`src/rtl/online_adder_sd_pkg.sv`:
```
// Shared definitions for the signed-digit (borrow-save) online adder.
package online_adder_sd_pkg;

    localparam int P_BIT = 1;
    localparam int N_BIT = 0;

    function automatic int digit_width(input int n);
        return 2 * n;
    endfunction

    // Returns {carry, sum} of a one-bit full adder.
    function automatic logic [1:0] full_add(input logic a, input logic b, input logic c);
        return {(a & b) | (a & c) | (b & c), a ^ b ^ c};
    endfunction

endpackage

```
`src/rtl/sd_adder_cell.sv`:
```
// One digit of the carry-free signed-digit adder: two full-adder levels whose
// carries move exactly one position left, so the chain never ripples.
module sd_adder_cell
    import online_adder_sd_pkg::*;
(
    input  logic xp,
    input  logic xn,
    input  logic yp,
    input  logic yn,
    input  logic h_in,
    input  logic g_in,
    output logic h_out,
    output logic g_out,
    output logic zp,
    output logic zn
);

    logic [1:0] lvl1_s;
    logic [1:0] lvl2_s;
    logic       t_s;

    // Level 1 folds xp - xn + yp into 2*h_out - t; level 2 folds h_in - t - yn.
    always_comb begin
        lvl1_s = full_add(xp, yp, ~xn);
        t_s    = ~lvl1_s[0];
        lvl2_s = full_add(~h_in, t_s, yn);
    end

    assign h_out = lvl1_s[1];
    assign g_out = lvl2_s[1];
    assign zp    = ~lvl2_s[0];
    assign zn    = g_in;

endmodule

```
`src/rtl/online_adder_sd.sv`:
```
// Registered radix-2 signed-digit adder: z = x + y + cin with Stage+1 output digits,
// logic depth independent of Stage.
module online_adder_sd
    import online_adder_sd_pkg::*;
#(
    parameter int Stage = 8
) (
    input  logic                            clk,
    input  logic                            rst,
    input  logic [digit_width(Stage)-1:0]   x,
    input  logic [digit_width(Stage)-1:0]   y,
    input  logic                            cin,
    output logic [digit_width(Stage+1)-1:0] z
);

    localparam int ZW = digit_width(Stage + 1);

    logic [Stage:0]  h_s;
    logic [Stage:0]  g_s;
    logic [ZW-1:0]   sum_s;
    logic [ZW-1:0]   z_r;

    assign h_s[0] = cin;
    assign g_s[0] = 1'b0;

    for (genvar i = 0; i < Stage; i++) begin : g_digit
        sd_adder_cell u_cell (
            .xp    (x[2*i+P_BIT]),
            .xn    (x[2*i+N_BIT]),
            .yp    (y[2*i+P_BIT]),
            .yn    (y[2*i+N_BIT]),
            .h_in  (h_s[i]),
            .g_in  (g_s[i]),
            .h_out (h_s[i+1]),
            .g_out (g_s[i+1]),
            .zp    (sum_s[2*i+P_BIT]),
            .zn    (sum_s[2*i+N_BIT])
        );
    end

    // The leftover level-1 and level-2 carries form the extra top digit.
    assign sum_s[2*Stage+P_BIT] = h_s[Stage];
    assign sum_s[2*Stage+N_BIT] = g_s[Stage];

    // Output register with synchronous clear.
    always_ff @(posedge clk) begin
        if (rst) begin
            z_r <= {ZW{1'b0}};
        end else begin
            z_r <= sum_s;
        end
    end

    assign z = z_r;

endmodule

```
`config.mk`:
```
export PLATFORM = sky130hd
export DESIGN_NAME = online_adder_sd
export DESIGN_NICKNAME = d
export VERILOG_FILES = /design/src/rtl/online_adder_sd_pkg.sv /design/src/rtl/sd_adder_cell.sv /design/src/rtl/online_adder_sd.sv
export SDC_FILE = /design/constraint.sdc
export NUM_CORES = 1
export LEC_CHECK = 0
export BUFFER_PORTS_ARGS = -buffer_cell sky130_fd_sc_hd__buf_2
export CORE_AREA = 4 4 53 55
export DETAILED_ROUTE_END_ITERATION = 12
export DIE_AREA = 0 0 57 59
export PLACE_DENSITY = 0.84
export SLEW_MARGIN = 40
export SYNTH_ARGS = -nofsm -noshare
export SYNTH_HDL_FRONTEND = slang
export SYNTH_HIERARCHICAL = 1
export SYNTH_SLANG_ARGS = --single-unit
export TNS_END_PERCENT = 5
```
`constraint.sdc`:
```
create_clock -name clk -period 2.2 [get_ports clk]
set_input_delay 0.33 -clock clk [delete_from_list [all_inputs] [get_ports clk]]
set_output_delay 0.33 -clock clk [all_outputs]
set_load 0.005 [all_outputs]
```
==> results by group <==
Synthesis
  – Distinct cells, synth: 7
  – Area leader, netlist: dfxtp_1
  – Area of the mapped netlist: 993 µm²
  – Seq/Total Area, Yosys: 0.363
  – Post-synthesis net count: 145
  – Area contributors post-synth: dfxtp_1 36%, fa_1 32%, inv_1 12%
  – Ys Warns: 6
  – Share of the synthesized area in the top cell type: 0.363
  – Post-Syn Instances: 94
  – Synth Register Bits: 18
  – Synthesized area per cell: 10.6 µm²

Clock network
  – TritonCTS Buffers: 3
  – H-Tree Depth: 1
  – CTS Hold Buffers Added: 0
  – CTS Root Cell: clkbuf_4
  – Maximum root-to-sink buffer count: 2
  – Clk sink count: 18
  – Post_cts resized: 0
  – CTS tree: done
  – CTS clock-pin slew for the worst setup and hold paths: 0.09 ns
  – # Post-CTS Setup Buffers: 0

Timing
  – Setup ws final: 0.698 ns
  – Final Critical Period: 1.50 ns
  – Max Freq: 666 MHz
  – Max Slew Vio Count: 0
  – Setup TNS: 0 ns
  – RSZ-0062 raised after global routing: no
  – # setup viols final: 0
  – Final Hold Viols: 0
  – Final hold slack: 0.413 ns
  – Final Cycle Share: 0.683

Floorplanning
  – Die W: 57 µm
  – Die footprint: 3360 µm²
  – Core box area: 2390 µm²
  – IO Pins: 53
  – Starting Density: 0.416
  – Overall die height: 59 µm
  – # rows: 18

Power and ir drop
  – PD cells: 594 nW/µm²
  – VDD IR max: 0.000325 V
  – Leak: 0.735 nW

Global routing
  – Gr ovfl total: 0
  – First-pass GRT wire length: 2810 µm
  – Initial antenna violation count: 0
  – GRT Util Overall: 0.112
  – Vias in the first global route: 686
  – Largest net degree at the start of global routing: 19

Worst setup path
  – Setup Crit Path Kind: input pin to register
  – Critical path startpoint category: input pin
  – CP endpoint: z[1]
  – Critical path required time: 2.38 ns
  – Crit path max fanout: 1
  – Max incr delay on CP: 0.53 ns
  – CP max stage cell: fa_1
  – Worst Setup SP: x[1]
  – Arr. time, crit path: 1.69 ns
  – CP endpoint kind: register
  – CP cell instances: buf_2 -> fa_1 -> inv_1 -> fa_1 -> inv_1 -> and2b_1

Finish
  – Fin util: 0.522
  – FILL cells: 231
  – Largest register FFs: 18
  – Most common cell after layout, fill and taps aside: buf_2
  – Multi-input gate area: 445 µm²
  – FF/Latch Area: 360 µm²
  – Finished Layout Cells: 170
  – Most frequent cells in the layout: 52 x buf_2, 32 x inv_1, 18 x dfxtp_1, 16 x fa_1, 11 x nor2b_1
  – P&R area growth vs syn: 25.4%
  – NumNets Final: 193
  – Diode count: 0
  – Layout cells sized above 1: 0.393

Detailed routing
  – 1st-pass router iterations: 2
  – M1 wire length: 589 µm
  – Antenna-violating nets left: 0
  – Via count: 676
  – Per-cell routed wire length: 10.1 µm
  – Top sig layer: met4
  – Routed wl met2: 921 µm
  – Drt initial violations: 2
  – WL met3: 189 µm
  – DRC: 0
  – DRT Wirelength: 1720 µm
  – Via density: 3.98

Min path
  – HP Class: input pin to register

Placement
  – Detail Placement HPWL: 1540 µm
  – Placed Cells incl. Taps: 167
  – Pre-CTS WS: 0.388 ns
  – Port Buf Inserts: 52
  – Gpl congestion: 0.695

Run
  – Maxcap violations: 0

Status
  – Status: complete, no violations
-- stage by stage --
step	area, µm²	power [W]
global route	1250	0.000816
CTS	1250	0.000760
finish	1250	0.000741
detailed placement	1220	0.000601
global placement	1220	0.000583
floorplan	993	0.000522
-- cells by family after synthesis --
| family | Yosys count | synth area share |
|---|---|---|
| fa+ha+maj | 16 | 0.322 |
| buf+inv | 41 | 0.189 |
| flops | 18 | 0.363 |
| other cells | 1 | 0.00377 |
| simple gates | 18 | 0.122 |
-- synth_stat cells --
cell type and instances:
and2b_1 7, buf_4 9, conb_1 1, dfxtp_1 18
fa_1 16, inv_1 32, nor2b_1 11
-- critical path: cells and delay by family --
family	cells	cell delay, ns
simple gates	1	0.14
buf+inv	3	0.20
fa+ha+maj	2	1.01
-- how the worst min path moves through the flow --
stage                     depth (start not counted)  slack, ns  startpoint    end
after floorplan                                   1       0.40         rst  z[15]
after global placement                            3       0.69       y[15]  z[17]
after detailed placement                          2       0.71         rst  z[11]
after CTS                                         2       0.40         rst  z[11]
after global routing                              2       0.41         rst  z[10]
final                                             2       0.41         rst  z[11]
-- per-layer routing --
layer  GRT usage  vias to the layer above
met5           0                        -
li1            -                      335
met3      0.0414                        2
met4      0.0497                        0
met2       0.196                       34
met1       0.122                      305
-- report_power, final --
group	switching, W	total [W]	internal, W
Combinational	0.0000983	0.000210	0.000111
Sequential	0.00000903	0.000376	0.000367
Clock	0.0000914	0.000155	0.0000634
Total	0.000199	0.000741	0.000542
-- layout make-up --
type | count | share of cell area
Multi-Input combinational cell | 35 | 0.357
Sequential cell | 18 | 0.289
Timing Repair Buffer | 52 | 0.209
Inverter | 32 | 0.0964
Tap cell | 30 | 0.0301
Clock buffer | 3 | 0.0181
Note: power is estimated with default switching activity, not from simulation.
